File: config.mk
export PLATFORM = sky130hd
export DESIGN_NAME = addsub_pipe_hs
export DESIGN_NICKNAME = d
export VERILOG_FILES = /design/src/rtl/addsub_pipe_hs.sv
export SDC_FILE = /design/constraint.sdc
export NUM_CORES = 1
export LEC_CHECK = 0
export CAP_MARGIN = 20
export CORE_ASPECT_RATIO = 1.25
export CORE_UTILIZATION = 54
export DETAILED_ROUTE_END_ITERATION = 10
export PLACE_DENSITY_LB_ADDON = 0.3
export SLEW_MARGIN = 10
export SYNTH_ARGS = -nofsm -noshare
export SYNTH_HDL_FRONTEND = slang
export SYNTH_SLANG_ARGS = --single-unit
File: constraint.sdc
create_clock -name clk -period 5.1 [get_ports clk]
set_clock_uncertainty 0.1 [all_clocks]
set_input_delay 0.51 -clock clk [delete_from_list [all_inputs] [get_ports clk]]
set_output_delay 0.51 -clock clk [all_outputs]
set_load 0.01 [all_outputs]
File: src/rtl/addsub_pipe_hs.sv
// -----------------------------------------------------------------------------
// addsub_pipe_hs
//   Handshaked add/subtract pipeline. Both operands and the op code are taken
//   in the same accept cycle. The result and its overflow flag are computed at
//   accept and carried through DEPTH valid-tagged stages. The last stage drives
//   the output. A saturating counter tallies consumed overflow beats.
//
// Parameters
//   W       operand/result width (>= 2)
//   DEPTH   stages = accept-to-output latency in cycles (1..8)
//   SIGNED  0: unsigned arithmetic, 1: two's-complement
//   CW      width of ovf_cnt
//
// Ports
//   clk, rst_n          clock (rising edge), asynchronous active-low reset
//   in_valid/in_ready   operand handshake
//   in_a, in_b [W]      operands
//   in_op [2]           00 add-wrap, 01 sub-wrap (A-B), 10 add-sat, 11 sub-sat
//   out_valid/out_ready result handshake
//   out_y [W]           result
//   out_ovf             wrap: true result out of range; sat: result clamped
//   ovf_cnt_clr         synchronous clear of ovf_cnt (wins over increment)
//   ovf_cnt [CW]        consumed beats with out_ovf=1, saturates at all-ones
//
// Handshake: a beat moves only on a cycle where valid && ready are both high
// at the rising edge. A producer holding valid keeps its data stable until it
// is taken. out_y/out_ovf do not change while out_valid && !out_ready.
// -----------------------------------------------------------------------------
module addsub_pipe_hs #(
  parameter int W      = 10,
  parameter int DEPTH  = 2,
  parameter int SIGNED = 0,
  parameter int CW     = 16
) (
  input  logic          clk,
  input  logic          rst_n,
  input  logic          in_valid,
  output logic          in_ready,
  input  logic [W-1:0]  in_a,
  input  logic [W-1:0]  in_b,
  input  logic [1:0]    in_op,
  output logic          out_valid,
  input  logic          out_ready,
  output logic [W-1:0]  out_y,
  output logic          out_ovf,
  input  logic          ovf_cnt_clr,
  output logic [CW-1:0] ovf_cnt
);

  localparam logic [CW-1:0] CNT_MAX = '1;

  logic [DEPTH-1:0] vld;
  logic [W-1:0]     y_q   [DEPTH];
  logic             ovf_q [DEPTH];

  logic [DEPTH-1:0] load;
  logic [DEPTH-1:0] src_vld;
  logic [W-1:0]     src_y   [DEPTH];
  logic             src_ovf [DEPTH];

  logic [W:0]       ext_a;
  logic [W:0]       ext_b;
  logic [W:0]       raw;
  logic             raw_ovf;
  logic [W-1:0]     sat_y;
  logic [W-1:0]     res_y;

  // Arithmetic is done once, at accept, in W+1 bits.
  always_comb begin
    if (SIGNED != 0) begin
      ext_a = {in_a[W-1], in_a};
      ext_b = {in_b[W-1], in_b};
    end else begin
      ext_a = {1'b0, in_a};
      ext_b = {1'b0, in_b};
    end
    raw = in_op[0] ? (ext_a - ext_b) : (ext_a + ext_b);
    if (SIGNED != 0) begin
      // Signed result leaves the W-bit range when the two top bits disagree;
      // the extra top bit is then the true sign and picks the nearer bound.
      raw_ovf = raw[W] ^ raw[W-1];
      sat_y   = raw[W] ? {1'b1, {(W-1){1'b0}}} : {1'b0, {(W-1){1'b1}}};
    end else begin
      // Top bit is carry for add, borrow (A<B) for sub.
      raw_ovf = raw[W];
      sat_y   = in_op[0] ? {W{1'b0}} : {W{1'b1}};
    end
    res_y = (in_op[1] && raw_ovf) ? sat_y : raw[W-1:0];
  end

  // A stage may load when it is empty or its content moves on. Unrolled from
  // the output end: stage k can load if out_ready is high or any stage at or
  // after k is empty, which lets bubbles collapse.
  always_comb begin
    logic hole;
    hole = 1'b0;
    load = '0;
    for (int k = DEPTH - 1; k >= 0; k--) begin
      hole    = hole | ~vld[k];
      load[k] = hole | out_ready;
    end
  end

  assign in_ready = load[0];

  // Source of each stage: the accept logic for stage 0, the previous stage
  // otherwise.
  always_comb begin
    src_vld[0] = in_valid;
    src_y[0]   = res_y;
    src_ovf[0] = raw_ovf;
    for (int k = 1; k < DEPTH; k++) begin
      src_vld[k] = vld[k-1];
      src_y[k]   = y_q[k-1];
      src_ovf[k] = ovf_q[k-1];
    end
  end

  always_ff @(posedge clk or negedge rst_n) begin
    if (!rst_n) begin
      vld <= '0;
      for (int k = 0; k < DEPTH; k++) begin
        y_q[k]   <= '0;
        ovf_q[k] <= 1'b0;
      end
    end else begin
      for (int k = 0; k < DEPTH; k++) begin
        if (load[k]) begin
          vld[k] <= src_vld[k];
          // Data only moves with a valid beat so an idle stage keeps its value.
          if (src_vld[k]) begin
            y_q[k]   <= src_y[k];
            ovf_q[k] <= src_ovf[k];
          end
        end
      end
    end
  end

  assign out_valid = vld[DEPTH-1];
  assign out_y     = y_q[DEPTH-1];
  assign out_ovf   = ovf_q[DEPTH-1];

  always_ff @(posedge clk or negedge rst_n) begin
    if (!rst_n) begin
      ovf_cnt <= '0;
    end else if (ovf_cnt_clr) begin
      ovf_cnt <= '0;
    end else if (out_valid && out_ready && out_ovf && (ovf_cnt != CNT_MAX)) begin
      ovf_cnt <= ovf_cnt + CW'(1);
    end
  end

endmodule
==> run metrics, run 1 <==
Critical Path RT between 5 and 6 ns; sw power between 200 and 300 uW; hpwl dp about 3700 um; CTS max path bufs 2; htree depth 2; hold_buf cts 0; Max stage delay on crit path 0.46 ns; global-route wire length before repair ~8500 um; highest ir drop seen on vdd around 140 uV; Nets between 300 and 400; Power Density roughly 310 nW/um^2; Crit-path slowest cell clkdlybuf4s50_1; total track usage 23.3%; count leader, synth dfrtp_1; sequential share of power ~44%; post-route antenna net violation count 0; Wirelength per Cell between 10 and 15 um; Tot Pwr 972 uW; Synthesized Nets 270; CP Capture Type register; PostCTS Resize Cnt 0; synth top area cells dfrtp_1, ha_1, mux2_2; Async SR Flop Fraction between 90% and 100%; CP Class input pin to register; status finished clean; Routed Wire Length 4820 um; Yosys cell types 46; Synth Flop Type dfrtp_1; Ys Warns 0; area delta synth->final 28.1%; Synth Register Bits 40; combinational fraction of design power 34.3%; Post-Synthesis Cells between 200 and 250; Max Cap Viol 0; CTS tree done; Max Clk Rate between 200 and 300 MHz; Worst-Skew Late Latency about 0.29 ns; Max FO, Critical Path 10; Relative slew margins 43.2%; post-route cell area between 3000 and 4000 sq um; Internal between 600 and 700 uW; root buffer cell clkbuf_8; Worst EP arrival between 3 and 4 ns; Reg area between 1000 and 1500 sq um; CTS clk-pin slew, worst paths roughly 0.07 ns; Setup violations, final 0; dpl cell area around 3000 sq um; routed vias/inst roughly 5.7; Initial Util between 50% and 60%; Hold Fails Final Rpt 0; area of the core roughly 4200 sq um; HP Class input pin to asynchronous set/reset pin; vias in the first global route approximately 2000; DRC errors left 0; post-synth top area share approximately two fifths; leading area contributor after synthesis dfrtp_1; top cells by count, synth dfrtp_1, nor2_1, xnor2_1; GRT overflow 0; Detailed Routing Iterations Pass 1 4; setup_tns 0 ns; # diodes 0; switch share roughly 30%; Mapped Area around 2400 sq um; final worst path period share 70.6%; CP cell instances clkdlybuf4s50_1 -> nor2_1 -> nand4b_1 -> o31ai_1 -> xor2_1 -> ha_1 -> o21ai_0 -> o21bai_1 -> a21o_1 -> a2111oi_4 -> nor3_2 -> a221o_1; die span in y 77.0 um; post-layout min period 3.60 ns; share of layout cells above drive strength 1 about an eighth; die area 4770 sq um; Multi-input gate area 1370 sq um; Post-CTS Setup Inserts 0; port bufs 55; Max Slew Vio Count 0; GP Congestion 0.879; Rows 26; RSZ-0062 raised after global routing false; pin count of the biggest net entering global routing a little over 40; Inserted Clock Buffers 5; Worst Tran Pin Value around 0.85 ns; P_leak approximately 1.3 nW; I/O pin cnt 56; PnR worst setup slack between 1 and 1.5 ns; via count around 2000; clock share of power between 20% and 30%; Die Wd around 62 um; Layout Utilization roughly three quarters; number of synthesized flops with an enable pin 0; Startpoint Class input pin; initial antenna violation count 0; Syn Area/Cell around 11 sq um; Fill cells roughly 300; post-synthesis sequential area ratio 41.2%; violation count after the first detailed-route iteration 64; pre-CTS setup slack 1.24 ns; CTS sink count 40
-- cells in the final DEF, fill, tap and decap left out, types with 4 or more instances in the layout --
master           netlist  layout
nor2_1                26      26
and4_1                 5       5
a221o_1               10      10
clkdlybuf4s50_1        0      54
nand2_1               10      10
mux2_2                12      12
nand3_1                6       6
clkbuf_8               0       6
a211oi_2               4       4
dfrtp_1               40      40
ha_1                  12      12
o21ai_0                6       6
nor3_1                 4       4
inv_1                  8       8
a21oi_1               12      12
xnor2_1               15      15
xor2_1                14      14
and3_1                 4       4
-- cell families (layout without fill, tap and decap cells) --
family / count (synthesis) / count (layout) / share of synthesized area [%]
muxes: 14 / 14 / 6.39
buffers and inverters: 14 / 71 / 2.32
and+or+nand+nor: 74 / 74 / 16.5
xor gates and xnor gates: 29 / 29 / 10.5
AOI/OAI and AO/OA: 46 / 46 / 16.2
DFF: 40 / 40 / 41.2
adders and majority gates: 13 / 13 / 7.00
-- critical path, delay by kind of cell --
kind / cells / cell delay (ns)
xor+xnor: 1 / 0.17
compound gates: 6 / 1.58
fa+ha+maj: 1 / 0.30
simple gates: 3 / 0.65
buf+inv: 1 / 0.46
-- through the flow --
step                      hold WS, ns  std cells
final                           0.224        343
after global routing            0.296        343
after CTS                       0.257        343
after detailed placement        0.394        335
after global placement          0.363        335
after floorplan                 0.114        230
-- metal layers --
metal	vias up	track usage [%]	wire length, um
met2	57	40.5	2540
met5	-	0	0
met1	943	27.1	1990
met4	0	9.78	133
met3	13	3.54	150
li1	946	-	-
-- registers in the layout, indices dropped and copies added (netlist names) --
signal and count:
src_y 10, ovf_q 1, vld 2, out_y 10
out_ovf 1, ovf_cnt 16
-- path summary, 6_finish.rpt --
path | cells past startpoint | from | slack [ns] | end
min in group clk | 1 | out_y[0] | 0.41 | out_y[0]
max in group asynchronous | 1 | rst_n | 4.14 | src_y[7]
min reg2reg | 1 | out_y[0] | 0.41 | out_y[0]
min | 1 | rst_n | 0.22 | ovf_cnt[4]
max reg2reg | 6 | ovf_cnt[11] | 3.04 | ovf_cnt[5]
max | 12 | in_b[2] | 1.50 | src_y[0]
-- power by group through the flow --
| stage | registers, mW | logic, mW | clock network (mW) |
|---|---|---|---|
| 2_1_floorplan | 0.439 | 0.177 | 0 |
| 3_3_place_gp | 0.428 | 0.324 | 0 |
| 3_5_place_dp | 0.432 | 0.335 | 0 |
| 4_1_cts | 0.426 | 0.337 | 0.219 |
| 5_1_grt | 0.435 | 0.367 | 0.230 |
| 6_report | 0.426 | 0.334 | 0.212 |
-- area by class of cell --
type / instances / area share [%]
Sequential cell: 40 / 32.2
Timing Repair Buffer: 55 / 17.5
Inverter: 8 / 0.965
Multi-Input combinational cell: 176 / 44.1
Tap cell: 56 / 2.25
Clock inverter: 2 / 0.322
Clock buffer: 6 / 2.65
(Power assumes the default switching activity.)
==> run 2: changes to the inputs <==
--- a/config.mk
+++ b/config.mk
@@ -7,7 +7,7 @@
 export LEC_CHECK = 0
 export CAP_MARGIN = 20
 export CORE_ASPECT_RATIO = 1.25
-export CORE_UTILIZATION = 54
+export CORE_UTILIZATION = 45
 export DETAILED_ROUTE_END_ITERATION = 10
 export PLACE_DENSITY_LB_ADDON = 0.3
 export SLEW_MARGIN = 10
==> constraint.sdc (replaced) <==
create_clock -name clk -period 3.2 [get_ports clk]
set_clock_uncertainty 0.1 [all_clocks]
set_input_delay 0.32 -clock clk [delete_from_list [all_inputs] [get_ports clk]]
set_output_delay 0.32 -clock clk [all_outputs]
set_load 0.01 [all_outputs]
==> run metrics, run 2 (same netlist as run 1, synthesis figures left out) <==
# diodes 0; Max Cap Viol 0; HP Class input pin to asynchronous set/reset pin; global-route wire length before repair 8180 um; Worst-Skew Late Latency 0.30 ns; Max Clk Rate around 330 MHz; P_leak 1.49 nW; post-route cell area between 3000 and 4000 sq um; vias in the first global route 1933; CP Capture Type register; hpwl dp between 3000 and 4000 um; Inserted Clock Buffers 5; final worst path period share 95.7%; status finished clean; port bufs 55; total track usage 18.9%; Relative slew margins a little over two fifths; commonest cells after routing, fill and taps aside clkdlybuf4s50_1, dfrtp_1, buf_4; Critical Path RT about 3.3 ns; Initial Util 47.2%; violation count after the first detailed-route iteration 72; CTS max path bufs 2; GP Congestion approximately 0.8; CTS tree done; Rows 29; via count about 2000; die span in y 84.2 um; Nets 361; Detailed Routing Iterations Pass 1 4; routed vias/inst 5.23; RSZ-0062 raised after global routing false; CP Class input pin to register; initial antenna violation count 0; dpl cell area between 3000 and 4000 sq um; Max Slew Vio Count 0; htree depth 2; share of layout cells above drive strength 1 between 20 and 25%; Min Hold Slack between 0.02 and 0.03 ns; GRT overflow 0; DRC errors left 0; Routed Wire Length ~5000 um; area of the core 5150 sq um; area delta synth->final 40.7%; max reg flops 16; Power Density 488 nW/um^2; Reg with most FFs ovf_cnt; I/O pin cnt between 50 and 60; pin count of the biggest net entering global routing slightly above 40; root buffer cell clkbuf_8; Tot Pwr roughly 1.7 mW; highest ir drop seen on vdd roughly 210 uV; Max FO, Critical Path 10; most common cell after layout, fill and taps aside clkdlybuf4s50_1; CTS sink count 40; post-route antenna net violation count 0; Hold Fails Final Rpt 0; post-layout min period between 3 and 4 ns; Setup violations, final 0; hold_buf cts 0; CTS clk-pin slew, worst paths approximately 0.08 ns; Startpoint Class input pin; Worst EP arrival roughly 3.1 ns; Worst Tran Pin Value ~0.84 ns; Die Wd around 68 um; Fill cells roughly 440; Wirelength per Cell between 10 and 15 um; die area 5700 sq um
run 2: path summary, 6_finish.rpt:
check / from / endpoint / slack, ns / cells past startpoint
setup / recovery: in_b[3] / src_y[2] / 0.14 / 13
hold / removal: rst_n / ovf_cnt[6] / 0.03 / 1
setup reg to reg: ovf_cnt[11] / ovf_cnt[5] / 1.17 / 6
hold reg to reg: vld[0] / vld[1] / 0.39 / 1
max in group asynchronous: rst_n / ovf_q[1] / 2.44 / 1
min in group clk: vld[0] / vld[1] / 0.39 / 1
run 2: critical path, stage by stage:
cell and delay, ns:
clkdlybuf4s50_1 0.49, nor2_2 0.05, buf_4 0.13, buf_4 0.12, and3_1 0.17, a21oi_1 0.17, xnor2_1 0.14, ha_1 0.27
and4_1 0.23, a21o_1 0.22, a2111oi_4 0.39, nor3_4 0.12, a221o_1 0.32
run 2: area by class of cell:
cell class	count	area, sq um	share of cell area, %
clock buffer	6	72.6	2.12
clock inverter	2	35.0	1.02
inverter	8	30.0	0.878
multi-input combinational	176	1390	40.7
sequential	40	1000	29.3
tap	62	77.6	2.27
timing repair buffer	90	811	23.7
run 2: repair_timing:
action                     CTS  global route
gates resized for setup      0             7
buffers inserted             0             2
setup endpoints to repair    0            10
hold endpoints to repair     0             0
run 2: stage by stage:
step                      util, %  cells  TNS (ns)  setup WS, ns
final                        66.4    384         0         0.138
after global routing         66.4    384         0       0.00104
after CTS                    65.8    383         0        0.0229
after detailed placement     63.7    375     -2.76        -0.283
after global placement       63.7    375     -2.18        -0.219
after floorplan                 -    230         0         0.283
run 2: per-layer routing:
| layer | share of wire (%) | vias up | global-route usage [%] |
|---|---|---|---|
| met2 | 55 | 54 | 34.2 |
| li1 | - | 1012 | - |
| met3 | 3.5 | 6 | 2.85 |
| met1 | 40 | 936 | 21.1 |
| met4 | 2.0 | 0 | 8.12 |
| met5 | 0 | - | 0 |
run 2: power by group:
part / total [mW] / switching [mW] / leakage, nW / internal, mW
Combinational: 0.586 / 0.235 / 0.921 / 0.351
Clock: 0.403 / 0.172 / 0.0552 / 0.231
Sequential: 0.679 / 0.0675 / 0.513 / 0.612
